**src/rtl/clock_12h_reader.sv**
```systemverilog
// clock_12h_reader
//   Takes a coherent snapshot of the 12-hour BCD time bus on request,
//   validates it, and converts it to 24-hour binary hour/min/sec plus a
//   seconds-of-day count. It only reads the time bus and never drives it.
// Ports
//   clk, reset       : rising-edge clock, async active-low reset
//   req              : conversion request, honoured only while idle
//   pm, hh, mm, ss   : time bus (BCD digits, pm flag)
//   busy             : snapshot being processed
//   done             : one-cycle pulse, result/err valid
//   err              : snapshot invalid (held until the next done)
//   hour24, min, sec : binary 24-hour time
//   sod              : seconds since midnight
module clock_12h_reader #(
  parameter bit CLEAR_ON_ERR = 1'b1,
  parameter int SOD_W        = 17
) (
  input  logic             clk,
  input  logic             reset,
  input  logic             req,
  input  logic             pm,
  input  logic [7:0]       hh,
  input  logic [7:0]       mm,
  input  logic [7:0]       ss,
  output logic             busy,
  output logic             done,
  output logic             err,
  output logic [4:0]       hour24,
  output logic [5:0]       min,
  output logic [5:0]       sec,
  output logic [SOD_W-1:0] sod
);

  localparam logic [2:0] S_IDLE  = 3'd0;
  localparam logic [2:0] S_CHECK = 3'd1;
  localparam logic [2:0] S_CONV  = 3'd2;
  localparam logic [2:0] S_ACC_M = 3'd3;
  localparam logic [2:0] S_ACC_S = 3'd4;

  logic [2:0]       state;
  logic [7:0]       snap_hh, snap_mm, snap_ss;
  logic             snap_pm;
  logic [SOD_W-1:0] acc;

  logic             bad;
  logic [4:0]       h_bin;
  logic [5:0]       m_bin, s_bin;
  logic [4:0]       h24;

  // Digit/range check on the snapshot. Once the digits are legal BCD,
  // a plain byte compare against 8'h12 is the same as "hour > 12".
  always_comb begin
    bad = (snap_hh[3:0] > 4'd9) | (snap_hh[7:4] > 4'd1) |
          (snap_hh == 8'h00)    | (snap_hh > 8'h12)     |
          (snap_mm[3:0] > 4'd9) | (snap_mm[7:4] > 4'd5) |
          (snap_ss[3:0] > 4'd9) | (snap_ss[7:4] > 4'd5);
  end

  // BCD to binary. Only used after the range check passed, so the narrow
  // widths cannot overflow (hour <= 12, min/sec <= 59).
  always_comb begin
    h_bin = 5'(snap_hh[7:4]) * 5'd10 + 5'(snap_hh[3:0]);
    m_bin = 6'(snap_mm[7:4]) * 6'd10 + 6'(snap_mm[3:0]);
    s_bin = 6'(snap_ss[7:4]) * 6'd10 + 6'(snap_ss[3:0]);
    // 12 o'clock is hour 0 of its half-day.
    h24   = ((h_bin == 5'd12) ? 5'd0 : h_bin) + (snap_pm ? 5'd12 : 5'd0);
  end

  always_ff @(posedge clk or negedge reset) begin
    if (!reset) begin
      state   <= S_IDLE;
      snap_hh <= 8'h00;
      snap_mm <= 8'h00;
      snap_ss <= 8'h00;
      snap_pm <= 1'b0;
      acc     <= '0;
      busy    <= 1'b0;
      done    <= 1'b0;
      err     <= 1'b0;
      hour24  <= 5'd0;
      min     <= 6'd0;
      sec     <= 6'd0;
      sod     <= '0;
    end else begin
      done <= 1'b0;
      case (state)
        S_IDLE: begin
          // All four fields latched on one edge: the counter may tick on
          // this same edge, but every digit comes from the old time.
          if (req) begin
            snap_hh <= hh;
            snap_mm <= mm;
            snap_ss <= ss;
            snap_pm <= pm;
            busy    <= 1'b1;
            state   <= S_CHECK;
          end
        end
        S_CHECK: begin
          if (bad) begin
            done  <= 1'b1;
            err   <= 1'b1;
            busy  <= 1'b0;
            if (CLEAR_ON_ERR) begin
              hour24 <= 5'd0;
              min    <= 6'd0;
              sec    <= 6'd0;
              sod    <= '0;
            end
            state <= S_IDLE;
          end else begin
            state <= S_CONV;
          end
        end
        S_CONV: begin
          hour24 <= h24;
          min    <= m_bin;
          sec    <= s_bin;
          acc    <= SOD_W'(h24);
          state  <= S_ACC_M;
        end
        S_ACC_M: begin
          // x*60 as x*64 - x*4, avoids a multiplier
          acc   <= (acc << 6) - (acc << 2) + SOD_W'(min);
          state <= S_ACC_S;
        end
        S_ACC_S: begin
          sod   <= (acc << 6) - (acc << 2) + SOD_W'(sec);
          done  <= 1'b1;
          err   <= 1'b0;
          busy  <= 1'b0;
          state <= S_IDLE;
        end
        default: state <= S_IDLE;
      endcase
    end
  end

endmodule

```
**config.mk**
```make
export PLATFORM = sky130hd
export DESIGN_NAME = clock_12h_reader
export DESIGN_NICKNAME = d
export VERILOG_FILES = /design/src/rtl/clock_12h_reader.sv
export SDC_FILE = /design/constraint.sdc
export NUM_CORES = 1
export LEC_CHECK = 0
export BUFFER_PORTS_ARGS = -buffer_cell sky130_fd_sc_hd__buf_2
export CAP_MARGIN = 25
export CORE_MARGIN = 2
export CORE_UTILIZATION = 40
export CTS_CLUSTER_DIAMETER = 200
export DETAILED_ROUTE_END_ITERATION = 16
export GPL_TIMING_DRIVEN = 0
export HOLD_SLACK_MARGIN = 0.06
export MAX_ROUTING_LAYER = met4
export PLACE_DENSITY = 0.58
export SKIP_CTS_REPAIR_TIMING = 1
export SYNTH_ARGS = -nofsm -noshare
export SYNTH_HDL_FRONTEND = slang
export SYNTH_SLANG_ARGS = --single-unit
```
**constraint.sdc**
```tcl
create_clock -name clk -period 2.7 [get_ports clk]
set_input_delay 0.27 -clock clk [delete_from_list [all_inputs] [get_ports clk]]
set_output_delay 0.27 -clock clk [all_outputs]
set_load 0.05 [all_outputs]
```
* Word level (Yosys, flattened, before mapping) *
Cells that the tools add are included.

word-level totals
  output and inout port bits = 37
  flip-flop bits (word level) = 80
  latch bits = 0
  bits of input ports = 28
  memories = 0
  memory bits (read-only) = 0
  memory bits (writable) = 0

cells by class
  shift-type cells = 0
  order comparisons = 7
  muxes and demuxes = 20
  reductions and logical operators = 10
  add/subtract/negate cells = 7
  bitwise logic cells = 7
  div/mod/pow operators = 0
  multipliers = 3
  equal/unequal tests = 7

operator list
  cell                   number
  $pmux W17 S2           1
  $pmux W15 S2           1
  $pmux W6 S2            2
  $add A17 B6 Y17        1
  $mux W17               1
  $sub A17 B17 Y17       1
  $add A15 B6 Y15        1
  $add A6 B4 Y6          2
  $gt A4 B4 Y1 const B   3
  $pmux W3 S4            1
  $add A5 B4 Y5          2
  $mul A4 B3 Y5 const B  2
  $mux W5                2
  $pmux W5 S2            1
  $gt A4 B3 Y1 const B   2
  $gt A8 B5 Y1 const B   1
  $logic_not A8 Y1       1
  $or A1 B1 Y1           7
  $eq A3 B2 Y1 const B   2
  $mux W6                1
  $reduce_and A2 Y1      3
  $reduce_bool A2 Y1     3
  $eq A5 B4 Y1 const B   1
  $gt A4 B1 Y1 const B   1
  13 further kinds       18

* Depth between registers and ports, before layout *
Gate-level depths: netlist of run 1.

  depth in word-level cells = 10
  depth in mapped cells = 12
  depth with buffers taken out = 12

* Least setup slack after synthesis of run 1 *
OpenSTA, ideal clock, no wires.

  kind = register to register
  from = reg acc[2]
  to = reg sod[14]
  required time = 2.576 ns
  data arrival time = 2.565 ns
  buffers on the path = 2
  cell stages (with the launch flop) = 11
  setup time = 0.124 ns
  setup slack = 0.011 ns
  period minus slack after synthesis = 2.689 ns
  cells stage by stage = dfrtp_1 ha_1 buf_2 and2_4 buf_6 a21oi_2 a21boi_2 or4_4 nor4_4 a21oi_1 a211o_1

on the way
  word-level cells in the longest chain between the ends = 3

RTL lines
  item                      line  source
  start: declaration        43    logic [SOD_W-1:0] acc;
  start signal: assignment  119   acc <= SOD_W'(h24);
  start signal: assignment  124   acc <= (acc << 6) - (acc << 2) + SOD_W'(min);
  $sub A17 B17 Y17          128   sod <= (acc << 6) - (acc << 2) + SOD_W'(sec);
  $add A17 B6 Y17           128
  $pmux W17 S2              86    case (state)
  end signal: assignment    128
  end: declaration          31    output logic [SOD_W-1:0] sod

No other way between the ends.
A chain may end at the register's enable or synchronous reset.

* Worst setup path after layout of run 1 *
  from = reg acc[2]
  to = reg sod[16]

The elaborated chain is that of the path after synthesis.

==> results of run 1 <==
## area by class of cell
class                           count  area share
Timing Repair Buffer               95      0.0889
Buffer                             17      0.0123
Clock buffer                       14      0.0406
Sequential cell                    80       0.309
Tap cell                          172      0.0331
Inverter                           24      0.0139
Clock inverter                      2     0.00577
Multi-Input combinational cell    398       0.497
## power by group through the flow
stage / clock network (uW) / logic [uW] / registers (uW)
final: 1260 / 5780 / 1500
after global routing: 1340 / 6240 / 1520
after CTS: 1290 / 4360 / 1490
after detailed placement: 0 / 4330 / 1510
after global placement: 0 / 4240 / 1510
after floorplan: 0 / 3380 / 1500
## flip-flops by register name, summed over array words and instances (netlist names)
register	count
acc	15
hour24	5
snap_mm	8
state	3
snap_hh	8
busy	1
sec	6
done	1
err	1
sod	17
snap_pm	1
min	6
snap_ss	8
## metal layers
layer / GRT usage / part of all wire / up-vias
li1: - / - / 2057
met1: 0.240 / 0.43 / 2023
met2: 0.329 / 0.51 / 92
met3: 0.0420 / 0.036 / 22
met4: 0.0667 / 0.021 / 0
met5: - / 0 / -
## per-stage QoR
stage               worst slack, ps  cells
floorplan                      11.2    522
global placement               -309    758
detailed placement             -498    759
CTS                            -527    775
global route                   -155    802
finish                        -46.8    802
## worst min-delay path, stage by stage
cell and delay, ps:
buf_2 80, nand2_1 40, o21ai_0 60
## cell usage after synthesis, types with 2 or more instances
| master | instances | area share |
|---|---|---|
| nor4_1 | 3 | 0.0037 |
| o22ai_1 | 23 | 0.028 |
| a2111oi_0 | 2 | 0.0034 |
| inv_1 | 24 | 0.018 |
| mux2_2 | 24 | 0.053 |
| nand3_1 | 10 | 0.0098 |
| nand2_1 | 79 | 0.058 |
| and3_1 | 2 | 0.0025 |
| a21oi_2 | 2 | 0.0034 |
| xor2_1 | 15 | 0.026 |
| nor3b_1 | 2 | 0.0030 |
| buf_1 | 2 | 0.0015 |
| a21o_1 | 15 | 0.022 |
| nor2_1 | 22 | 0.016 |
| nor2b_1 | 2 | 0.0025 |
| o21ai_0 | 29 | 0.029 |
| a211oi_1 | 2 | 0.0030 |
| o211ai_1 | 5 | 0.0074 |
| a21o_2 | 2 | 0.0034 |
| o211a_1 | 2 | 0.0039 |
| clkbuf_1 | 14 | 0.010 |
| nand4_1 | 5 | 0.0062 |
| a21oi_1 | 16 | 0.016 |
| nor4_4 | 3 | 0.013 |
| fa_1 | 6 | 0.024 |
| xnor2_1 | 30 | 0.052 |
| and2_1 | 6 | 0.0074 |
| nor3_1 | 11 | 0.011 |
| o21a_1 | 4 | 0.0059 |
| dfrtp_1 | 80 | 0.39 |
| nand2b_1 | 5 | 0.0062 |
| mux2i_1 | 3 | 0.0059 |
| a22o_1 | 2 | 0.0034 |
| ha_1 | 36 | 0.089 |
| a221oi_1 | 2 | 0.0034 |
| buf_2 | 2 | 0.0020 |
| or3_1 | 5 | 0.0062 |
## kinds of logic (layout without fill, tap and decap cells)
| family | after synthesis | count (layout) | synth area share |
|---|---|---|---|
| AO/OA/AOI/OAI | 119 | 119 | 0.157 |
| XOR/XNOR | 45 | 45 | 0.0775 |
| AND/OR/NAND/NOR | 165 | 165 | 0.165 |
| buffers and inverters | 44 | 152 | 0.0352 |
| adder cells (fa/ha/maj) | 42 | 42 | 0.112 |
| multiplexers | 27 | 27 | 0.0591 |
| flip-flops | 80 | 80 | 0.394 |
## worst max-delay path by stage
stage,from,to,slack [ps],cells past startpoint
floorplan,acc[2],sod[14],10,10
CTS,acc[2],sod[15],-530,10
detailed placement,acc[2],sod[15],-500,10
finish,acc[2],sod[16],-50,10
global placement,acc[2],sod[15],-310,10
global route,acc[2],sod[16],-160,10
## placed cells by master, fill, tap and decap left out, drive strengths merged, types with 3 or more instances in the layout
master,netlist,layout
o211ai,5,5
ha,36,36
nor4,6,6
or3,5,5
dfrtp,80,80
o21ai,29,29
fa,6,6
a21oi,18,18
xnor2,30,30
inv,24,24
nand2b,5,5
nand3,10,10
o21a,4,4
a21o,17,17
nand4,5,5
o22ai,23,23
and2,7,7
xor2,15,15
clkbuf,14,26
nor3,11,11
mux2,24,24
mux2i,3,3
nand2,79,79
and3,3,3
nor2,22,22
buf,6,99
==> impl_metrics.env, run 1 <==
export IMPL_finish_utilization=0.519
export IMPL_clk_latency_ps=340
export IMPL_grt_pass1_wl_um=20200
export IMPL_regToRegEndpoint="sod[16]"
export IMPL_power_switching_uw=3750
export IMPL_rrSetupSlack_ps=-50
export IMPL_crit_buf_inv=2
export IMPL_finalSetupViolations=3
export IMPL_slew_viol_final=0
export IMPL_violations="setup timing"
export IMPL_tightestPinTransition_ps=746
export IMPL_cellPowerDensity_nw_per_um2=1310
export IMPL_fin_crit_sh=1.02
export IMPL_synth_seq_cells=80
export IMPL_syn_inst=522
export IMPL_worstHoldPathType="primary input to flop"
export IMPL_min_period_ps=2750
export IMPL_crit_chain="ha_4 -> buf_6 -> and2b_2 -> a211o_4 -> a311oi_4 -> or4_4 -> nor4_4 -> buf_4 -> or3_1 -> nand3_1"
export IMPL_grt_max_degree=60
export IMPL_syn_cell_area_sq_um=5080
export IMPL_swShare=0.440
export IMPL_wl_um=13200
export IMPL_cts_tree="done"
export IMPL_whs_endpoint="snap_pm"
export IMPL_synthesis_nets=592
export IMPL_drt_iter0_markers=187
export IMPL_cts_buffers=9
export IMPL_wl_per_cell_um=16.5
export IMPL_fillers=1182
export IMPL_p_total_uw=8530
export IMPL_drc=0
export IMPL_dpl_hpwl_um=9570
export IMPL_yosysSeqAreaShare=0.394
export IMPL_arrival_ps=3020
export IMPL_rows=41
export IMPL_antenna_found_initial=0
export IMPL_status="complete, but fails checks"
export IMPL_yosys_warnings=0
export IMPL_gp_congestion=0.882
export IMPL_seqPwrFrac=0.176
export IMPL_die_h_um=117
export IMPL_clk_path_buf_depth=2
export IMPL_fin_area_sq_um=6500
export IMPL_critPathLaunchType="flop"
export IMPL_tns_ps=-76.1
export IMPL_finalHoldViolations=0
export IMPL_synth_flop_cell="dfrtp_1"
export IMPL_hp_start="pm"
export IMPL_cp_slowest_cell="dfrtp_2"
export IMPL_crit_family="simple AND/OR/NAND/NOR gates"
export IMPL_vias=4194
export IMPL_final_nets=695
export IMPL_async_flop_share=1.00
export IMPL_endpoint_kind="flop"
export IMPL_grt_overflow=0
export IMPL_fin_ws_ps=-46.8
export IMPL_finClkSkew_ps=6.50
export IMPL_p_clk_frac=0.147
export IMPL_grtUsageTotal=0.198
export IMPL_vdd_drop_max_uv=602
export IMPL_register_area_sq_um=2010
export IMPL_synth_enable_flop_cells=0
export IMPL_cap_violations=0
export IMPL_grt_pass1_vias=4101
export IMPL_start_util=0.406
export IMPL_cts_root_buf="clkbuf_16"
export IMPL_fmax_mhz=364
export IMPL_htree_levels=3
export IMPL_worstReg2RegStart="acc[2]"
export IMPL_die_w_um=117
export IMPL_clk_pin_slew_ps=60
export IMPL_p_int_uw=4780
export IMPL_pwr_share_comb=0.677
export IMPL_antenna_cells=0
export IMPL_vias_per_cell=5.23
export IMPL_drive_gt1_frac=0.321
export IMPL_synth_area_per_cell_sq_um=9.74
export IMPL_numPortBuffers=64
export IMPL_worstSetupPathType="flop to flop"
export IMPL_cts_sinks=80
export IMPL_r2r_cells=10
export IMPL_multi_input_area_sq_um=3230
export IMPL_rsz0062_at_grt="true"
export IMPL_syn_to_final_growth_pct=27.9
export IMPL_num_io_pins=65
export IMPL_antenna_left=0
export IMPL_dieArea_sq_um=13600
export IMPL_core_area_sq_um=12500
export IMPL_hold_depth=3
export IMPL_leakagePower_uw=0.00301
export IMPL_slew_headroom=0.501
export IMPL_drt_pass1_iter_count=4
export IMPL_synthDistinctLibCells=62
export IMPL_path_max_fanout=8
export IMPL_slowest_delay_ps=460
export IMPL_required_ps=2980
export IMPL_placed_area_sq_um=5650
export IMPL_hold_slack_ps=143
Power figures use the tool's default switching activity.
==> run 2, diff against run 1 <==
--- a/config.mk
+++ b/config.mk
@@ -8,13 +8,13 @@
 export BUFFER_PORTS_ARGS = -buffer_cell sky130_fd_sc_hd__buf_2
 export CAP_MARGIN = 25
 export CORE_MARGIN = 2
-export CORE_UTILIZATION = 40
+export CORE_UTILIZATION = 53
 export CTS_CLUSTER_DIAMETER = 200
 export DETAILED_ROUTE_END_ITERATION = 16
 export GPL_TIMING_DRIVEN = 0
 export HOLD_SLACK_MARGIN = 0.06
 export MAX_ROUTING_LAYER = met4
-export PLACE_DENSITY = 0.58
+export PLACE_DENSITY = 0.74
 export SKIP_CTS_REPAIR_TIMING = 1
 export SYNTH_ARGS = -nofsm -noshare
 export SYNTH_HDL_FRONTEND = slang
==> run 2 against run 1 <==
  * The flow still finishes with violations (setup timing)
  * Highest routed layer unchanged
  * Hold slack got worse by 13 ps
  * Die area down 24%
  * Cell area is 2.8% lower
  * Clock power is 24% lower
  * Non-clock buffer count fell by 3
  * Register-to-register slack worse by 50 ps
  * First-iteration DRC count up 19%
  * Clock skew rose by 7.7 ps
  * Global-route usage rose by 5.2 points
  * Sequential cell count unchanged
  * Via count grew 2.7%
  * Worst setup slack worse by 47 ps
==> impl_metrics.env, run 2 (synthesis gave the netlist of run 1 again) <==
export IMPL_status="complete, but fails checks"
export IMPL_violations="setup timing"
export IMPL_tightestPinTransition_ps=751
export IMPL_place_ws_ps=-348
export IMPL_slew_headroom=0.496
export IMPL_cts_root_buf="clkbuf_8"
export IMPL_finalHoldViolations=0
export IMPL_num_io_pins=65
export IMPL_die_w_um=102
export IMPL_slew_viol_final=0
export IMPL_htree_levels=3
export IMPL_path_max_fanout=9
export IMPL_fin_crit_sh=1.03
export IMPL_min_period_ps=2790
export IMPL_pwr_share_comb=0.697
export IMPL_finalSetupViolations=4
export IMPL_wl_um=12900
export IMPL_cts_tree="done"
export IMPL_grt_max_degree=59
export IMPL_p_int_uw=4330
export IMPL_power_switching_uw=3800
export IMPL_drt_iter0_markers=223
export IMPL_grt_pass1_wl_um=19700
export IMPL_worstSetupPathType="flop to flop"
export IMPL_final_cell_mix="nand2_1, dfrtp_1, buf_2, ha_1, o21ai_0"
export IMPL_leakagePower_uw=0.00294
export IMPL_critPathLaunchType="flop"
export IMPL_top_register="sod"
export IMPL_gp_congestion=0.919
export IMPL_worstHoldPathType="primary input to flop"
export IMPL_rows=35
export IMPL_cap_violations=0
export IMPL_fmax_mhz=358
export IMPL_core_area_sq_um=9280
export IMPL_placed_area_sq_um=5590
export IMPL_dieArea_sq_um=10400
export IMPL_endpoint_kind="flop"
export IMPL_cts_buffers=9
export IMPL_antenna_left=0
export IMPL_vdd_drop_max_uv=634
export IMPL_syn_to_final_growth_pct=24.3
export IMPL_p_total_uw=8120
export IMPL_drc=0
export IMPL_fillers=769
export IMPL_grt_pass1_vias=4086
export IMPL_arrival_ps=3090
export IMPL_vias=4309
export IMPL_start_util=0.547
export IMPL_seqPwrFrac=0.184
export IMPL_cellPowerDensity_nw_per_um2=1290
export IMPL_reg_top3="sod: 17 flops, acc: 15 flops"
export IMPL_final_common_cell="nand2_1"
export IMPL_largest_register_ff_count=17
export IMPL_dpl_hpwl_um=9130
export IMPL_numPortBuffers=64
export IMPL_fin_area_sq_um=6320
export IMPL_drt_pass1_iter_count=4
export IMPL_die_h_um=102
export IMPL_grt_overflow=0
export IMPL_wl_per_cell_um=17.1
export IMPL_fin_ws_ps=-94.1
export IMPL_clk_path_buf_depth=2
export IMPL_rsz0062_at_grt="true"
export IMPL_drive_gt1_frac=0.317
export IMPL_finClkSkew_ps=14.2
export IMPL_antenna_cells=0
export IMPL_final_nets=692
export IMPL_cts_sinks=80
export IMPL_swShare=0.467
export IMPL_clk_latency_ps=370
export IMPL_antenna_found_initial=0
export IMPL_grtUsageTotal=0.250
export IMPL_p_clk_frac=0.118
export IMPL_clk_pin_slew_ps=100
export IMPL_vias_per_cell=5.70
export IMPL_finish_utilization=0.680
export IMPL_required_ps=3000
-- run 2: cell types whose count changed in the layout (fill, tap and decap cells not counted), sizes merged --
cell and change:
clkinvlp -1, clkbuf -3, inv +3, clkinv +2
buf -4
-- run 2: critical path: stages, from the launching register on --
cell,delay (ps)
dfrtp_1,430
ha_1,290
clkbuf_1,300
nand2_1,160
nor3_2,290
a21oi_4,130
xnor2_2,310
nand4_1,180
or4_1,560
nand3_1,100
-- run 2: path summary, 6_finish.rpt --
kind | start | endpoint | slack (ps) | cells past startpoint
max | acc[4] | acc[14] | -90 | 9
min | ss[4] | snap_ss[4] | 130 | 2
max reg2reg | acc[4] | acc[14] | -90 | 9
min reg2reg | snap_ss[0] | sec[0] | 500 | 2
max in group asynchronous | reset | snap_hh[2] | 1750 | 3
min in group asynchronous | reset | acc[8] | 330 | 2
-- run 2: per-layer routing --
metal	vias to the layer above	wire length (um)	global-route usage	share of wire
li1	2052	-	-	-
met1	2098	5460	0.317	0.42
met2	119	6490	0.406	0.50
met3	40	484	0.0383	0.037
met4	0	469	0.0995	0.036
met5	-	0	-	0
-- run 2: cell type report --
| type | instances | area (sq um) | share of cell area |
|---|---|---|---|
| multi-input combinational | 398 | 3210 | 0.508 |
| sequential | 80 | 2010 | 0.318 |
| timing repair buffer | 91 | 556 | 0.0879 |
| tap | 129 | 161 | 0.0255 |
| clock buffer | 10 | 138 | 0.0218 |
| inverter | 24 | 90.1 | 0.0143 |
| buffer | 18 | 83.8 | 0.0133 |
| clock inverter | 6 | 72.6 | 0.0115 |
-- run 2: stage by stage --
step | hold slack (ps) | cells | TNS, ps
after floorplan | -25.6 | 522 | 0
after global placement | 460 | 715 | -1020
after detailed placement | 194 | 716 | -1680
after CTS | -197 | 732 | -1900
after global routing | 120 | 756 | -930
final | 130 | 756 | -170
-- run 2: power by group through the flow --
stage	sequential (uW)	clock [uW]	combinational [uW]
after global placement	1510	0	4230
after global routing	1520	1030	6080
after floorplan	1500	0	3380
after detailed placement	1510	0	4300
final	1500	962	5660
after CTS	1490	974	4330
